**config.mk**
```make
export PLATFORM = sky130hd
export DESIGN_NAME = uart_rx
export DESIGN_NICKNAME = d
export VERILOG_FILES = /design/src/rtl/uart_pkg.sv /design/src/rtl/uart_baud_tick.sv /design/src/rtl/uart_rx.sv
export SDC_FILE = /design/constraint.sdc
export NUM_CORES = 1
export LEC_CHECK = 0
export BUFFER_PORTS_ARGS = -buffer_cell sky130_fd_sc_hd__buf_2
export CAP_MARGIN = 10
export CORE_ASPECT_RATIO = 2
export CORE_MARGIN = 2
export CORE_UTILIZATION = 58
export DETAILED_ROUTE_END_ITERATION = 7
export PLACE_DENSITY = 0.83
export SYNTH_ARGS = -nofsm -noshare
export SYNTH_HDL_FRONTEND = slang
export SYNTH_SLANG_ARGS = --single-unit
```
**constraint.sdc**
```tcl
create_clock -name clock -period 2.6 [get_ports clock]
set_clock_uncertainty 0.2 [all_clocks]
set_input_delay 0.52 -clock clock [delete_from_list [all_inputs] [get_ports clock]]
set_output_delay 0.52 -clock clock [all_outputs]
set_load 0.02 [all_outputs]
```
**src/rtl/uart_pkg.sv**
```systemverilog
// Shared UART definitions: FSM state encodings, oversample ratio and baud divisor.
package uart_pkg;

  localparam int OVERSAMPLE = 16;

  typedef logic [2:0] state_t;

  localparam state_t ST_IDLE  = 3'd0;
  localparam state_t ST_START = 3'd1;
  localparam state_t ST_DATA  = 3'd2;
  localparam state_t ST_STOP  = 3'd3;
  localparam state_t ST_BREAK = 3'd4;

  // Clocks per oversample tick, rounded to nearest.
  function automatic int calc_div(input int clk_hz, input int baud);
    return (clk_hz + (OVERSAMPLE * baud) / 2) / (OVERSAMPLE * baud);
  endfunction

endpackage

```
**src/rtl/uart_baud_tick.sv**
```systemverilog
// Oversample tick generator: one tick_o pulse every DIV clocks, re-phased by restart.
module uart_baud_tick
  import uart_pkg::*;
#(
  parameter int CLK_HZ = 10000000,
  parameter int BAUD   = 9600
) (
  input  logic clock,
  input  logic reset,
  input  logic restart,
  output logic tick_o
);

  localparam int DIV = calc_div(CLK_HZ, BAUD);
  localparam int CW  = (DIV > 1) ? $clog2(DIV) : 1;
  localparam logic [CW-1:0] LAST = CW'(DIV - 1);

  logic [CW-1:0] cnt;

  always_ff @(posedge clock) begin
    if (reset || restart) begin
      cnt <= '0;
    end else if (cnt == LAST) begin
      cnt <= '0;
    end else begin
      cnt <= cnt + 1'b1;
    end
  end

  assign tick_o = (cnt == LAST) && !restart;

endmodule

```
**src/rtl/uart_rx.sv**
```systemverilog
// 8N1 UART receiver with 16x oversampling, valid/ready output, framing and overrun flags.
module uart_rx
  import uart_pkg::*;
#(
  parameter int CLK_HZ = 10000000,
  parameter int BAUD   = 9600
) (
  input  logic       clock,
  input  logic       reset,
  input  logic       rx_i,
  output logic [7:0] data_o,
  output logic       valid_o,
  input  logic       ready_i,
  output logic       frame_err_o,
  output logic       overrun_o
);

  logic       sync_p0, sync_p1;
  logic       rx_s;
  state_t     state;
  logic [3:0] tick_cnt;
  logic [2:0] bit_cnt;
  logic [7:0] shift_reg;
  logic       tick;
  logic       restart;
  logic       stop_sample;
  logic       done;
  logic       ferr_hit;

  // Stage p0/p1: two-flop synchronizer, idle-high after reset.
  always_ff @(posedge clock) begin
    if (reset) begin
      sync_p0 <= 1'b1;
      sync_p1 <= 1'b1;
    end else begin
      sync_p0 <= rx_i;
      sync_p1 <= sync_p0;
    end
  end

  assign rx_s    = sync_p1;
  assign restart = (state == ST_IDLE) && !rx_s;

  uart_baud_tick #(
    .CLK_HZ (CLK_HZ),
    .BAUD   (BAUD)
  ) u_tick (
    .clock   (clock),
    .reset   (reset),
    .restart (restart),
    .tick_o  (tick)
  );

  assign stop_sample = (state == ST_STOP) && tick && (tick_cnt == 4'd15);
  assign done        = stop_sample && rx_s;
  assign ferr_hit    = stop_sample && !rx_s;

  // Frame FSM: start is confirmed at mid-bit, then every 16 ticks samples one bit.
  always_ff @(posedge clock) begin
    if (reset) begin
      state     <= ST_IDLE;
      tick_cnt  <= 4'd0;
      bit_cnt   <= 3'd0;
      shift_reg <= 8'h00;
    end else begin
      case (state)
        ST_IDLE: begin
          if (!rx_s) begin
            state    <= ST_START;
            tick_cnt <= 4'd0;
          end
        end
        ST_START: begin
          if (tick) begin
            if (tick_cnt == 4'd7) begin
              tick_cnt <= 4'd0;
              bit_cnt  <= 3'd0;
              state    <= rx_s ? ST_IDLE : ST_DATA;
            end else begin
              tick_cnt <= tick_cnt + 4'd1;
            end
          end
        end
        ST_DATA: begin
          if (tick) begin
            if (tick_cnt == 4'd15) begin
              tick_cnt  <= 4'd0;
              shift_reg <= {rx_s, shift_reg[7:1]};
              bit_cnt   <= bit_cnt + 3'd1;
              if (bit_cnt == 3'd7) begin
                state <= ST_STOP;
              end
            end else begin
              tick_cnt <= tick_cnt + 4'd1;
            end
          end
        end
        ST_STOP: begin
          if (tick) begin
            if (tick_cnt == 4'd15) begin
              tick_cnt <= 4'd0;
              state    <= rx_s ? ST_IDLE : ST_BREAK;
            end else begin
              tick_cnt <= tick_cnt + 4'd1;
            end
          end
        end
        ST_BREAK: begin
          if (rx_s) begin
            state <= ST_IDLE;
          end
        end
        default: state <= ST_IDLE;
      endcase
    end
  end

  // Output stage: a byte completing during a handshake replaces the accepted one.
  always_ff @(posedge clock) begin
    if (reset) begin
      data_o      <= 8'h00;
      valid_o     <= 1'b0;
      frame_err_o <= 1'b0;
      overrun_o   <= 1'b0;
    end else begin
      frame_err_o <= ferr_hit;
      if (done) begin
        if (!valid_o || ready_i) begin
          data_o  <= shift_reg;
          valid_o <= 1'b1;
        end else begin
          overrun_o <= 1'b1;
        end
      end else if (valid_o && ready_i) begin
        valid_o <= 1'b0;
      end
    end
  end

endmodule

```
Word-level counts from Yosys, hierarchy flattened
Cells that the tools add are included.
{"block": "word_totals", "output_inout_bits": 11, "mem_count": 0, "reg_bits": 38, "rom_bits": 0, "latch_bits": 0, "ram_bits": 0}
{"block": "classes", "n_div": 0, "n_eq_ne": 19, "magnitude_cmp": 0, "n_reduce_logical": 25, "add_sub_neg": 3, "n_mul": 0, "shifts": 0, "muxes": 26, "bitwise": 1}
{"cell": "two-way mux 3 bit", "count": 14}
{"cell": "two-way mux 4 bit", "count": 5}
{"cell": "inequality test 2 bit (second input constant)", "count": 8}
{"cell": "one-hot mux 3 bit (5 select lines)", "count": 1}
{"cell": "one-hot mux 4 bit (3 select lines)", "count": 1}
{"cell": "AND reduction 9 bit", "count": 1}
{"cell": "adder 7 x 1 -> 7 bit (second input constant)", "count": 1}
{"cell": "equality test 7 bit (second input constant)", "count": 1}
{"cell": "logical AND 1 bit", "count": 7}
{"cell": "equality test 3 x 2 -> 1 bit (second input constant)", "count": 2}
{"cell": "equality test 3 bit (second input constant)", "count": 2}
{"cell": "inequality test 2 x 1 -> 1 bit (second input constant)", "count": 3}
{"cell": "one-hot mux 3 bit (2 select lines)", "count": 1}
{"cell": "AND reduction 2 bit", "count": 3}
{"cell": "AND reduction 5 bit", "count": 1}
{"cell": "adder 4 x 1 -> 4 bit (second input constant)", "count": 1}
{"cell": "equality test 4 x 3 -> 1 bit (second input constant)", "count": 1}
{"cell": "equality test 4 bit (second input constant)", "count": 1}
{"cell": "AND reduction 4 bit", "count": 1}
{"cell": "nonzero test 2 bit", "count": 2}
{"cell": "OR reduction 2 bit", "count": 2}
{"cell": "adder 3 x 1 -> 3 bit (second input constant)", "count": 1}
{"cell": "equality test 3 x 1 -> 1 bit (second input constant)", "count": 1}
{"cell": "zero test 1 bit", "count": 3}
{"cell": "other kinds (7)", "count": 10}

Logic depth before layout (Yosys ltp)
{"block": "logic_depth", "ltp_word": 9, "mapped_depth": 9, "mapped_depth_nobuf": 6}

Hierarchy
From an unflattened synthesis, not the netlist that was laid out.
{"block": "hier_totals", "cells_unflattened": 183, "hier_area_um2": 1732.9}
{"mod": "uart_rx", "area_each_um2": 1416.4, "seq_area_each_um2": 620.6, "n_inst": 1, "cells_each": 148}
{"mod": "uart_baud_tick", "area_each_um2": 316.6, "seq_area_each_um2": 140.1, "n_inst": 1, "cells_each": 35}

Worst setup path before layout
OpenSTA, ideal clock, no wires.
{"block": "synth_path", "path_kind": "register to register", "start": "register u_tick.cnt[0]", "end": "register tick_cnt[3]", "path_buffers": 1, "path_stages_with_launch": 8, "t_arrival_ps": 1650, "path_slack_ps": 675, "required_ps": 2325, "setup_time_ps": 75, "synth_period_minus_slack_ps": 1925, "cell_sequence": "dfxtp_1 -> inv_1 -> ha_1 -> and2_0 -> clkbuf_1 -> a31oi_2 -> or4b_1 -> o22ai_1"}
{"block": "synth_via", "elab_chain_cells": 4, "word_cells_on_any_way": 5}
{"element": "start: declaration", "line": "uart_baud_tick.sv:18", "text": "logic [CW-1:0] cnt;"}
{"element": "start signal: assignment", "line": "uart_baud_tick.sv:26", "text": "cnt <= cnt + 1'b1;"}
{"element": "equality test 7 bit (*)", "line": "uart_baud_tick.sv:30", "text": "assign tick_o = (cnt == LAST) && !restart;"}
{"element": "logical AND 1 bit (*)", "line": "uart_baud_tick.sv:30"}
{"element": "inequality test 2 x 1 -> 1 bit (no line) or inequality test 2 bit (tied branches)"}
{"element": "AND reduction 4 bit (no line) (*)"}
{"element": "end signal: assignment", "line": "uart_rx.sv:80", "text": "tick_cnt <= tick_cnt + 4'd1;"}
{"element": "end signal: assignment", "line": "uart_rx.sv:94", "text": "tick_cnt <= tick_cnt + 4'd1;"}
{"element": "end signal: assignment", "line": "uart_rx.sv:104", "text": "tick_cnt <= tick_cnt + 4'd1;"}
{"element": "end: declaration", "line": "uart_rx.sv:21", "text": "logic [3:0] tick_cnt;"}
Every way passes the cells marked *; elsewhere a longest branch is shown, timed or not.
A chain may end at the register's enable or synchronous reset.

Final worst setup path
{"block": "layout_path", "start": "register tick_cnt[0]", "end": "register tick_cnt[3]"}
{"block": "layout_via", "elab_chain_cells": 4, "word_cells_on_any_way": 8}
{"element": "adder 4 x 1 -> 4 bit (tied with other cells)", "line": "uart_rx.sv:80, uart_rx.sv:94, uart_rx.sv:104"}
{"element": "two-way mux 4 bit, on equally long branches", "line": "uart_rx.sv:86, uart_rx.sv:100, uart_rx.sv:75"}
{"element": "two-way mux 4 bit, on equally long branches", "line": "uart_rx.sv:99, uart_rx.sv:74"}
{"element": "one-hot mux 4 bit (3 select lines) (*)", "line": "uart_rx.sv:66", "text": "case (state)"}
Every way passes the cells marked *; elsewhere a longest branch is shown, timed or not. The select of a mux whose other input is x is not followed.

==> impl_metrics.ini <==
[yosys]
yosys-top-cells-area = dfxtp_1 42%, a21oi_1 7.2%, nand4_1 4.8%, nand3_1 3.6%, ha_1 3.5%
synth.distinct_cells = 49
synth_edf_count = 0
yosysWarnings = 0
async_flop_share = 0
synth.largest_area_cell = dfxtp_1
synth-seq-area-share = 0.420
netlist_top_cells_count = 38 x dfxtp_1, 26 x a21oi_1, 14 x nand4_1, 13 x nand3_1, 13 x nor2_1
syn-num-nets = 219
syn_area_per_cell_um2 = 8.63
ys_seq_elements = 38
yosysTopAreaCellShare = 0.420
synthMostInstantiatedCell = dfxtp_1
synthFlopType = dfxtp_1
syn_inst = 210
netlist_area_um2 = 1810

[final_layout]
nFillCells = 247
layout-drive-gt1-share = 0.162
multi_input_area_um2 = 961
regArea_um2 = 761
antenna_cells = 0
final_nets = 224
area_delta_synth_final_pct = 7.38
fin_util = 0.654

[route]
met3_length_um = 141
maxUsedRoutingLayer = met4
first_pass_iters = 4
postRouteAntennaNets = 0
drt-vias-per-instance = 6.48
remaining_drc_errors = 0
drt-total-wl_mm = 4.01
routed-wl-met2_mm = 2.28
met1_length_mm = 1.40
drt_iter0_markers = 41
drt-wirelength-per-cell_um = 16.3
vias = 1595

[global_route]
grt_pass1_wl_mm = 6.49
grt_usage = 0.239
grt_pass1_vias = 1497
grt_overflow = 0
antenna_found_initial = 0
grt_max_degree = 36

[clock_network]
hold_buffers = 0
cts_made_buffers = 5
clkSlewWorstSetupHoldPaths_ns = 0.07
cts_tree = built
cts_sinks = 38
clock_latency_ns = 0.30
cts_htree_levels = 2
cts-resized-gates = 0
clockBufferDepth = 2
cts-root-buf = clkbuf_8
post-cts-setup-buffer-count = 0

[worst_setup_path]
critical_path.cell_chain = ha_1 -> and2_0 -> a211o_1 -> or4b_1 -> o22ai_1
path_delay_family = simple AND/OR/NAND/NOR gates
cp.buffers_inverters = 0
worstPathRequired_ns = 2.63
worstSetupPathType = reg2reg
cp.arrival_ns = 2.17
cp_slowest_cell = or4b_1
crit_fanout = 6
start_kind = flip-flop
endpoint_kind = flip-flop
slowest_delay_ns = 0.49

[run]
max_cap_viol_count = 0

[pwr]
ir_worst_vdd_uv = 445
p_per_area_nw_per_um2 = 546
leakage_uw = 0.000716

[run_status]
status = completed

[sta]
relSlewSlack = 0.525
rsz0062_at_grt = false
fin_setup_tns_ns = 0
drv_slew = 0
min_period_ns = 2.14
setup_violations = 0
fmax_mhz = 467
hold_viol_final = 0
fin_crit_sh = 0.823
worst_pin_slew_ns = 0.712

[floorplan]
num_rows = 28
die_area_um2 = 3620
ios = 15
die_w_um = 43.5
core_um2 = 2980
start_util = 0.609
die_h_um = 83.1

[placed_design]
gp_congestion = 0.856
dp_hpwl_mm = 2.96
portBuffers = 14

[worst_hold_path]
hold_path.class = in2reg
[area by class of cell]
type,count,share of cell area
clock buffer,7,0.0443
tap,30,0.0193
sequential,38,0.391
timing repair buffer,15,0.0398
multi-input combinational,150,0.494
clock inverter,1,0.00257
inverter,5,0.00964
[stage by stage]
stage	total power (uW)	hold WS (ns)	cell area, um2	std cells	setup WS, ns
6_report	1060	0.203	1950	246	0.460
5_1_grt	1100	0.217	1950	246	0.266
4_1_cts	1070	0.205	1950	246	0.479
3_5_place_dp	659	0.194	1860	238	0.500
3_3_place_gp	656	0.196	1860	238	0.571
2_1_floorplan	648	0.189	1810	210	0.675
[report_power, final]
part / switching, uW / internal (uW) / leakage (uW)
Sequential: 8.79 / 589 / 0.000307
Combinational: 30.2 / 18.9 / 0.000361
Clock: 202 / 214 / 0.0000482
Total: 241 / 821 / 0.000716
[path summary, 6_finish.rpt]
kind | slack (ns) | to | start | depth (start not counted)
setup reg to reg | 0.46 | tick_cnt[3] | tick_cnt[0] | 5
hold / removal | 0.20 | sync_p0 | rx_i | 2
hold reg to reg | 0.21 | rx_s | sync_p0 | 1
setup / recovery | 0.46 | tick_cnt[3] | tick_cnt[0] | 5
[cells by family after synthesis]
logic type               share of synthesized area
AND/OR/NAND/NOR                              0.272
AO/OA/AOI/OAI                                0.189
flip-flops                                   0.420
buffers and inverters                       0.0504
XOR/XNOR                                    0.0290
adder cells (fa/ha/maj)                     0.0345
multiplexers                               0.00552
[routing by layer]
layer	track usage	up-vias
li1	-	784
met1	0.214	760
met2	0.427	36
met3	0.0652	15
met4	0.168	0
met5	0	-
[worst register-to-register path: stages, from the launching register on]
cell,delay (ns)
dfxtp_1,0.37
ha_1,0.25
and2_0,0.26
a211o_1,0.37
or4b_1,0.49
o22ai_1,0.15
[cells in the final DEF (no fill, tap or decap), types with 2 or more instances in the layout]
master / count
dfxtp_1: 38
a21oi_1: 26
nand4_1: 14
buf_2: 14
nand3_1: 13
nor2_1: 13
nand2_1: 10
o31ai_1: 8
o21ai_0: 6
clkbuf_8: 6
inv_1: 5
ha_1: 5
xnor2_1: 4
nor3b_1: 3
and3_1: 3
or2_2: 3
nand2b_1: 3
a211oi_1: 3
and3_2: 3
and2_0: 2
nor3_1: 2
or4b_1: 2
nand3b_1: 2
xor2_1: 2
Note: power is estimated with default switching activity, not from simulation.
